### src/rtl/cnt_mon_pkg.sv
// -----------------------------------------------------------------------------
// cnt_mon_pkg
// Shared types and defaults for the counter snapshot monitor (cnt_snapshot_mon)
// and its snapshot FIFO (snap_fifo).
//   cnt_t        : default-width counter / snapshot word
//   chk_state_e  : step-checker state encoding
//   is_pow2()    : elaboration-time helper used to validate DEPTH
// -----------------------------------------------------------------------------
package cnt_mon_pkg;

  localparam int CNT_WIDTH     = 32;
  localparam int DEFAULT_DEPTH = 4;

  typedef logic [CNT_WIDTH-1:0] cnt_t;

  typedef enum logic [1:0] {
    CHK_IDLE   = 2'd0,  // waiting for a first sample to use as the baseline
    CHK_TRACK  = 2'd1,  // comparing every sample against prev + STEP
    CHK_RESYNC = 2'd2   // one cycle re-baseline after a violation
  } chk_state_e;

  function automatic bit is_pow2(input int value);
    return (value > 0) && ((value & (value - 1)) == 0);
  endfunction

endpackage : cnt_mon_pkg

### src/rtl/snap_fifo.sv
// -----------------------------------------------------------------------------
// snap_fifo
// Generic DEPTH x WIDTH synchronous FIFO with a registered head word.
// Occupancy is kept in its own counter rather than derived from the pointers.
// clr has priority over push and pop and empties the FIFO.
//
// Ports
//   clk, rst_n  : clock, asynchronous active-low reset
//   clr         : synchronous flush
//   push        : write push_data this cycle (ignored when full without pop)
//   push_data   : word to store
//   pop         : consume the head this cycle (ignored when empty)
//   out_valid   : head word valid
//   out_data    : registered head word
//   level       : occupancy, 0..DEPTH
//   full        : level == DEPTH
// -----------------------------------------------------------------------------
module snap_fifo
  import cnt_mon_pkg::*;
#(
  parameter int WIDTH = CNT_WIDTH,
  parameter int DEPTH = DEFAULT_DEPTH
) (
  input  logic                     clk,
  input  logic                     rst_n,
  input  logic                     clr,
  input  logic                     push,
  input  logic [WIDTH-1:0]         push_data,
  input  logic                     pop,
  output logic                     out_valid,
  output logic [WIDTH-1:0]         out_data,
  output logic [$clog2(DEPTH):0]   level,
  output logic                     full
);

  localparam int AW = $clog2(DEPTH);
  localparam int LW = AW + 1;
  localparam logic [LW-1:0] LVL_FULL = LW'(DEPTH);
  localparam logic [LW-1:0] LVL_ONE  = LW'(1);

  logic [WIDTH-1:0] mem [DEPTH];
  logic [AW-1:0]    wr_ptr;
  logic [AW-1:0]    rd_ptr;
  logic [AW-1:0]    rd_ptr_nxt;
  logic [LW-1:0]    count;
  logic [WIDTH-1:0] head_q;
  logic [WIDTH-1:0] head_nxt;
  logic             head_load;
  logic             push_ok;
  logic             pop_ok;
  logic             is_full;
  logic             is_empty;

  assign is_full    = (count == LVL_FULL);
  assign is_empty   = (count == '0);
  // DEPTH is a power of two, so plain AW-bit increment wraps DEPTH-1 -> 0.
  assign rd_ptr_nxt = rd_ptr + 1'b1;

  assign pop_ok  = pop  && !clr && !is_empty;
  // A pop in the same cycle frees the slot, so a full FIFO still accepts.
  assign push_ok = push && !clr && (!is_full || pop_ok);

  // Storage array. Only written entries are ever read, so it carries no reset.
  // NOTE: memories are left unreset on purpose; a reset here would force
  // the array into flops instead of RAM and buys nothing functionally.
  always_ff @(posedge clk) begin
    if (push_ok) begin
      mem[wr_ptr] <= push_data;
    end
  end

  // Next head: the following stored entry after a pop, or the incoming word
  // when it lands in an empty FIFO (or replaces the only entry being popped).
  always_comb begin
    // NOTE: give every always_comb output a default first; a path that skips
    // the assignment would otherwise infer a latch.
    head_nxt  = head_q;
    head_load = 1'b0;
    if (pop_ok && (count > LVL_ONE)) begin
      head_nxt  = mem[rd_ptr_nxt];
      head_load = 1'b1;
    end else if (push_ok && (is_empty || (pop_ok && count == LVL_ONE))) begin
      head_nxt  = push_data;
      head_load = 1'b1;
    end
  end

  // NOTE: sequential state uses non-blocking assignments so every register
  // samples pre-edge values regardless of statement order.
  always_ff @(posedge clk or negedge rst_n) begin
    if (!rst_n) begin
      wr_ptr <= '0;
      rd_ptr <= '0;
      count  <= '0;
      head_q <= '0;
    end else if (clr) begin
      wr_ptr <= '0;
      rd_ptr <= '0;
      count  <= '0;
      head_q <= '0;
    end else begin
      if (push_ok) begin
        wr_ptr <= wr_ptr + 1'b1;
      end
      if (pop_ok) begin
        rd_ptr <= rd_ptr_nxt;
      end
      case ({push_ok, pop_ok})
        2'b10:   count <= count + 1'b1;
        2'b01:   count <= count - 1'b1;
        default: count <= count;
      endcase
      if (head_load) begin
        head_q <= head_nxt;
      end
    end
  end

  assign out_valid = !is_empty;
  assign out_data  = head_q;
  assign level     = count;
  assign full      = is_full;

endmodule : snap_fifo

### src/rtl/cnt_snapshot_mon.sv
// -----------------------------------------------------------------------------
// cnt_snapshot_mon
// Monitors a free-running counter: optionally checks that it advances by STEP
// every clock (modulo 2^WIDTH), and captures snapshots on request into a small
// FIFO drained over a valid/ready handshake.
//
// Optional feature: define CNT_SNAPSHOT_STEP_CHECK_EN to build the step
// checker (FSM + prev register). Without it step_err is tied low and the FIFO
// path is unchanged.
//
// Ports
//   clk, rst_n  : clock, asynchronous active-low reset
//   cnt_in      : counter value from the upstream counter stage
//   capture     : sample cnt_in into the FIFO this cycle
//   clr         : synchronous flush of FIFO, sticky flags and checker
//   out_valid   : FIFO head valid
//   out_ready   : consumer accepts the head
//   out_data    : FIFO head snapshot (registered)
//   level       : occupancy, 0..DEPTH
//   full        : level == DEPTH
//   overflow    : sticky, a capture was dropped while full
//   step_err    : sticky, counter step violation seen
// -----------------------------------------------------------------------------
module cnt_snapshot_mon
  import cnt_mon_pkg::*;
#(
  parameter int WIDTH = CNT_WIDTH,
  parameter int DEPTH = DEFAULT_DEPTH,
  parameter int STEP  = 1
) (
  input  logic                   clk,
  input  logic                   rst_n,
  input  logic [WIDTH-1:0]       cnt_in,
  input  logic                   capture,
  input  logic                   clr,
  output logic                   out_valid,
  input  logic                   out_ready,
  output logic [WIDTH-1:0]       out_data,
  output logic [$clog2(DEPTH):0] level,
  output logic                   full,
  output logic                   overflow,
  output logic                   step_err
);

  if (DEPTH < 2 || !is_pow2(DEPTH)) begin : g_bad_depth
    $error("cnt_snapshot_mon: DEPTH must be a power of two and at least 2");
  end
  if (STEP == 0) begin : g_bad_step
    $error("cnt_snapshot_mon: STEP must be non-zero");
  end

  logic pop;
  logic push;
  logic drop;

  // Handshake gating; clr priority is applied inside the FIFO and below.
  assign pop  = out_valid && out_ready;
  assign push = capture && (!full || pop);
  assign drop = capture && full && !pop;

  snap_fifo #(
    .WIDTH (WIDTH),
    .DEPTH (DEPTH)
  ) u_fifo (
    .clk       (clk),
    .rst_n     (rst_n),
    .clr       (clr),
    .push      (push),
    .push_data (cnt_in),
    .pop       (pop),
    .out_valid (out_valid),
    .out_data  (out_data),
    .level     (level),
    .full      (full)
  );

  // Sticky overflow; a capture that coincides with clr is discarded silently.
  always_ff @(posedge clk or negedge rst_n) begin
    if (!rst_n) begin
      overflow <= 1'b0;
    end else if (clr) begin
      overflow <= 1'b0;
    end else if (drop) begin
      overflow <= 1'b1;
    end
  end

`ifdef CNT_SNAPSHOT_STEP_CHECK_EN
  chk_state_e       chk_state;
  logic [WIDTH-1:0] prev;
  logic [WIDTH-1:0] prev_exp;
  logic             step_err_q;

  // Expected value wraps naturally at WIDTH bits.
  assign prev_exp = prev + WIDTH'(STEP);

  always_ff @(posedge clk or negedge rst_n) begin
    if (!rst_n) begin
      chk_state  <= CHK_IDLE;
      prev       <= '0;
      step_err_q <= 1'b0;
    end else if (clr) begin
      chk_state  <= CHK_IDLE;
      step_err_q <= 1'b0;
    end else begin
      prev <= cnt_in;
      case (chk_state)
        CHK_IDLE: begin
          chk_state <= CHK_TRACK;
        end
        CHK_TRACK: begin
          if (cnt_in != prev_exp) begin
            step_err_q <= 1'b1;
            // Skip the next comparison so a single glitch reports once.
            chk_state  <= CHK_RESYNC;
          end
        end
        CHK_RESYNC: begin
          chk_state <= CHK_TRACK;
        end
        default: begin
          chk_state <= CHK_IDLE;
        end
      endcase
    end
  end

  assign step_err = step_err_q;
`else
  assign step_err = 1'b0;
`endif

endmodule : cnt_snapshot_mon

### config.mk
export PLATFORM = sky130hd
export DESIGN_NAME = cnt_snapshot_mon
export DESIGN_NICKNAME = d
export VERILOG_FILES = /design/src/rtl/cnt_mon_pkg.sv /design/src/rtl/snap_fifo.sv /design/src/rtl/cnt_snapshot_mon.sv
export SDC_FILE = /design/constraint.sdc
export NUM_CORES = 1
export LEC_CHECK = 0
export BUFFER_PORTS_ARGS = -buffer_cell sky130_fd_sc_hd__buf_2
export CAP_MARGIN = 15
export CORE_MARGIN = 3
export CORE_UTILIZATION = 45
export CTS_CLUSTER_SIZE = 8
export DETAILED_ROUTE_END_ITERATION = 6
export PLACE_DENSITY = 0.64
export SETUP_SLACK_MARGIN = 0.05
export SLEW_MARGIN = 10
export SYNTH_ARGS = -nofsm -noshare
export SYNTH_HDL_FRONTEND = slang
export SYNTH_SLANG_ARGS = --single-unit
### constraint.sdc
create_clock -name clk -period 2.9 [get_ports clk]
set_input_delay 0.58 -clock clk [delete_from_list [all_inputs] [get_ports clk]]
set_output_delay 0.58 -clock clk [all_outputs]
set_load 0.05 [all_outputs]
* Word-level counts from Yosys, hierarchy flattened
Memory sizes are Yosys's and may differ from the RTL's. Index checks and enable logic that the tools add are counted.
Cells by class: $lt $le $gt $ge 1, add/subtract/negate cells 4, reductions and logical operators 26, equal/unequal tests 4, muxes and demuxes 16
Operator list (number):
- 32-bit two-way mux | 4
- 1-bit logical AND | 11
- 2-bit two-way mux | 4
- 2-bit nonzero test | 4
- 1-bit two-way mux | 6
- 3-bit one-hot mux with 2 select lines | 1
- 3-bit nonzero test | 2
- 2-bit by 1-bit adder with 2-bit output, second input constant | 2
- 1-bit zero test | 4
- 3-bit by 1-bit adder with 3-bit output, second input constant | 1
- 3-bit by 1-bit == test with 1-bit output, second input constant | 1
- 3-bit == test, second input constant | 1
- 3-bit by 1-bit > comparator with 1-bit output, second input constant | 1
- 3-bit zero test | 1
- 1-bit logical OR | 3
- 3-bit two-way mux | 1
- 3-bit by 1-bit subtractor with 3-bit output, second input constant | 1
- 2-bit by 1-bit == test with 1-bit output, second input constant | 1
- 2-bit == test, second input constant | 1
- 2-bit AND reduction | 1
Word-level totals: logic and storage cells 57, register bits after elaboration 40, input bits 37, memories 1, RAM bits 128, output and inout bits 39
Memory list:
- u_fifo.mem | depth 4, width 32, read ports 1, clocked after Yosys merged registers in 0, write ports 1, line snap_fifo.sv:41 | logic [WIDTH-1:0] mem [DEPTH];

* Depth between registers and ports, before layout
depth in word-level cells 12, mapped depth 8, depth with buffers taken out 7

* Cells and area by module
Synthesis repeated with hierarchy kept, for this count alone.
Second synthesis, totals: cells, all modules 377, area, all modules 6990.5 µm²
By module, submodules not included:
- snap_fifo | cells each 369, instances 1, seq. area each 4819.6 µm², area an instance 6929.1 µm²
- cnt_snapshot_mon | cells each 8, instances 1, seq. area each 25.0 µm², area an instance 61.3 µm²

* Worst setup path after synthesis
No wires, ideal clock.
path kind reg2reg, from register u_fifo.count[1], in the netlist u_fifo.level[1], to memory u_fifo.mem[0][0] (netlist bit), enable pin, clock period less this slack 2.686 ns, path buffers 1, setup time 0.392 ns, cell stages (with the launch flop) 7, data arrival time 2.294 ns, data required time 2.508 ns, setup slack 0.214 ns, path through dfrtp_1 > inv_1 > ha_1 > nand2_1 > o21a_1 > buf_2 > and2_1
Between the ends: longest elaborated chain between the ends 9, elaborated cells between the ends (all ways) 14, those cells by class eq/ne (1); mux (2); reduce/logical (11)
Ends and longest elaborated chain:
- start, declared | line snap_fifo.sv:45 | logic [LW-1:0] count;
- start signal, assigned | line snap_fifo.sv:109 | 2'b10: count <= count + 1'b1;
- start signal, assigned | line snap_fifo.sv:110 | 2'b01: count <= count - 1'b1;
- start signal, assigned | line snap_fifo.sv:111 | default: count <= count;
- 3-bit zero test | line snap_fifo.sv:55 | assign is_empty = (count == '0);
- 1-bit zero test | line snap_fifo.sv:59, snap_fifo.sv:119
- 1-bit logical AND | line cnt_snapshot_mon.sv:57 | assign pop = out_valid && out_ready;
- 1-bit logical OR or 1-bit logical AND (tied branches) | line cnt_snapshot_mon.sv:58, snap_fifo.sv:59
- 1-bit logical AND (on tied branches) | line cnt_snapshot_mon.sv:58, snap_fifo.sv:59
- 1-bit logical AND or 1-bit logical OR (tied branches) | line snap_fifo.sv:61 | assign push_ok = push && !clr && (!is_full || pop_ok);
- 1-bit logical AND * | line snap_fifo.sv:61
- 1-bit two-way mux * | line snap_fifo.sv:67 | if (push_ok) begin
- 1-bit two-way mux (not written as such) * | line snap_fifo.sv:68 | mem[wr_ptr] <= push_data;
- end, declared | line snap_fifo.sv:41
Every way passes the cells marked *; elsewhere a longest branch is shown, timed or not.

* Worst setup path after layout
from register u_fifo.count[0], in the netlist u_fifo.level[0], to output port out_valid
Between the ends: longest elaborated chain between the ends 2
Ends and longest elaborated chain:
- 3-bit zero test | line snap_fifo.sv:55
- 1-bit zero test | line snap_fifo.sv:119 | assign out_valid = !is_empty;
- end, declared | line cnt_snapshot_mon.sv:36 | output logic out_valid,
Every way passes these cells.

==> impl_results.md <==
- Area occupied by multi-input gates: 0.001637 sq mm
- RSZ-0062 raised after global routing: no
- CP startpoint: u_fifo.level[0]
- Number of global-route vias before repair: 3751
- Nets@finish: 501
- Synthesized area per cell: 17.96 sq um
- Clock buffer count from CTS: 17
- Worst path slowest cell: dfrtp_1
- Largest net degree at the start of global routing: 41
- Post-Route Skew: 0.01190 ns
- DP HPWL: 7890 um
- Post-CTS Setup Bufs: 0
- Drt first pass iters: 4
- Total grt overflow: 0
- GPL Wtd Cong: 0.8265
- CP Capture Type: output port
- Tcrit/Tclk final: 83.22%
- GRT Total Usage: 16.99%
- Antenna Cells: 0
- Pwr Density: 809.1 mW/mm^2
- Number of fill cells: 1144
- Hold_buf cts: 0
- Initial DRC Count: 211
- Synth Net Count: 421
- Via count: 3559
- Arrival @ worst endpoint: 1.83 ns
- Num rows: 44
- Most common cell after layout, fill and taps aside: edfxtp_1
- Hold Crit Class: in -> async
- Synth cell types: 37
- Crit Path Class: reg -> out
- Crit path max-delay family: buffers and inverters
- Worst-path cell chain: inv_1 > ha_1 > nor2b_2 > inv_2 > buf_2
- Maximum buffer depth of the clock tree: 2
- Post-synth EDFFs: 128
- Initial antenna violation count: 0
- Placeable core area: 0.01459 sq mm
- Max_slew headroom: 31.63%
- Worst Tran Pin Value: 1.026 ns
- Crit Path Max Fanout: 7
- Max cap viols: 0
- Period minus WS final: 2.413 ns
- Crit path launch type: flip-flop
- CP Buf/Inv Count: 3
- CP max stage delay: 0.46 ns
- Worst r2r src: u_fifo.level[0]
- Most frequent cells in the layout: edfxtp_1, buf_2, inv_1
- Buffers on Ports: 74
- Worst-case vdd ir drop: 0.4586 mV
- Synth Cell Area: 0.006751 sq mm
- Setup TNS: 0 ns
- First-pass GRT wire length: 20870 um
- # H-tree levels: 4
- Outcome: finished, final reports clean
- Final max-slew violation count: 0
- Routed Antenna Nets: 0
- Register area: 0.004847 sq mm
- Die footprint: 0.01651 sq mm
- Maximum clock rate: 414.4 MHz
- Fin. Hold Viols: 0
- Required time of the critical path: 2.32 ns
- Top cells by area, synth: edfxtp_1, dfrtp_1, mux4_2
- DR vias/cell: 5.450
- Layout cell share with drive strength beyond 1: 33.48%
- DRC viols: 0
- CTS tree: done
- CTS Root Buffer Type: clkbuf_16
- Main synth FF type: edfxtp_1
- Wire per inst: 19.90 um
- Syn. warnings: 0
- Static leakage power: 0.003040 uW
- Asr flop ratio synth: 23.81%
- Clock sinks: 168
- Register area share after synthesis: 71.76%
- Die width: 128.5 um
- Post-cts resize count: 0
- Die Height: 128.5 um
- Total routed wirelength: 13000 um
- Worst-Skew Late Latency: 0.42 ns
- Yosys reg bits: 168
- Synthesis-to-layout area growth: 17.61%
- Clk slew on worst S/H paths: 0.06 ns
- Final setup vio count: 0
- Largest area contributor in the netlist: edfxtp_1
- Synth top area share: 56.93%
- Synthesized instance count: 376
- Initial Util: 46.28%
- Smallest hold slack: 0.3394 ns
- I/O pin count: 76
[power breakdown]
group	switching (uW)	internal (uW)	total, uW
logic	798	429	1230
registers	164	2770	2940
clock network	907	1360	2260
total	1870	4560	6420
[synthesized netlist by cell type (2+ instances only)]
| cell | n |
|---|---|
| a21oi_1 | 2 |
| and2_1 | 4 |
| buf_2 | 7 |
| buf_4 | 5 |
| buf_6 | 4 |
| clkbuf_1 | 4 |
| dfrtp_1 | 40 |
| edfxtp_1 | 128 |
| ha_1 | 8 |
| inv_1 | 39 |
| mux2i_1 | 34 |
| mux4_2 | 32 |
| nand2_1 | 4 |
| nand3_1 | 4 |
| nand4_1 | 2 |
| nor2_1 | 5 |
| o22ai_1 | 32 |
| o31ai_1 | 2 |
| xnor2_1 | 2 |
[cell type report]
| cell class | count | area share, % |
|---|---|---|
| flip-flops and latches | 168 | 61.05 |
| clock buffers | 17 | 5.358 |
| well taps | 184 | 2.899 |
| multi-input cells | 146 | 20.61 |
| clock inverters | 15 | 2.206 |
| repair buffers | 83 | 5.988 |
| inverters | 40 | 1.891 |
[metrics by stage]
stage / utilization, % / power [uW] / std cells / cell area [sq um] / worst slack (ns)
6_report: 54.43 / 6425 / 653 / 7940 / 0.4867
5_1_grt: 54.43 / 6704 / 653 / 7940 / 0.3903
4_1_cts: 54.43 / 6497 / 653 / 7940 / 0.4652
3_5_place_dp: 50.31 / 4217 / 621 / 7340 / 0.5865
3_3_place_gp: 50.31 / 4195 / 621 / 7340 / 0.6823
2_1_floorplan: - / 3875 / 376 / 6751 / 0.2136
[final timing paths]
kind,to,slack (ns),cells after the start
max,out_valid,0.49,5
min,u_fifo.out_data[0],0.34,1
max reg2reg,u_fifo.mem[2][18],0.61,6
min reg2reg,overflow,0.51,2
max in group asynchronous,u_fifo.rd_ptr[0],1.86,1
min in group clk,u_fifo.mem[3][28],0.39,1
[worst reg2reg max path, cell delays in order (launching register included)]
cell and delay, ns:
dfrtp_1 0.46, inv_1 0.10, ha_1 0.26, nand2_1 0.13, o21a_1 0.34, and2_2 0.21, buf_4 0.42
[per-layer routing]
metal | vias to the layer above | track usage [%] | routed length, um
met5 | - | 0 | 0
met4 | 0 | 6.492 | 172
met3 | 14 | 4.691 | 561
met2 | 86 | 25.96 | 6308
met1 | 1847 | 23.49 | 5952
li1 | 1612 | - | -
[flip-flops by register name, indices dropped and copies added (netlist names)]
| name | cells |
|---|---|
| u_fifo.rd_ptr | 2 |
| u_fifo.level | 3 |
| u_fifo.mem | 128 |
| u_fifo.out_data | 32 |
| u_fifo.wr_ptr | 2 |
| overflow | 1 |
[cell families after synthesis]
kind of cell,Yosys count,synth area share [%]
flip-flops,168,71.76
multiplexers,66,15.72
buffers and inverters,62,4.318
AO/OA/AOI/OAI,45,4.503
AND/OR/NAND/NOR,23,1.779
adder cells (fa/ha/maj),8,1.483
XOR/XNOR,3,0.3892
other,1,0.05554
Note: power is estimated with default switching activity, not from simulation.
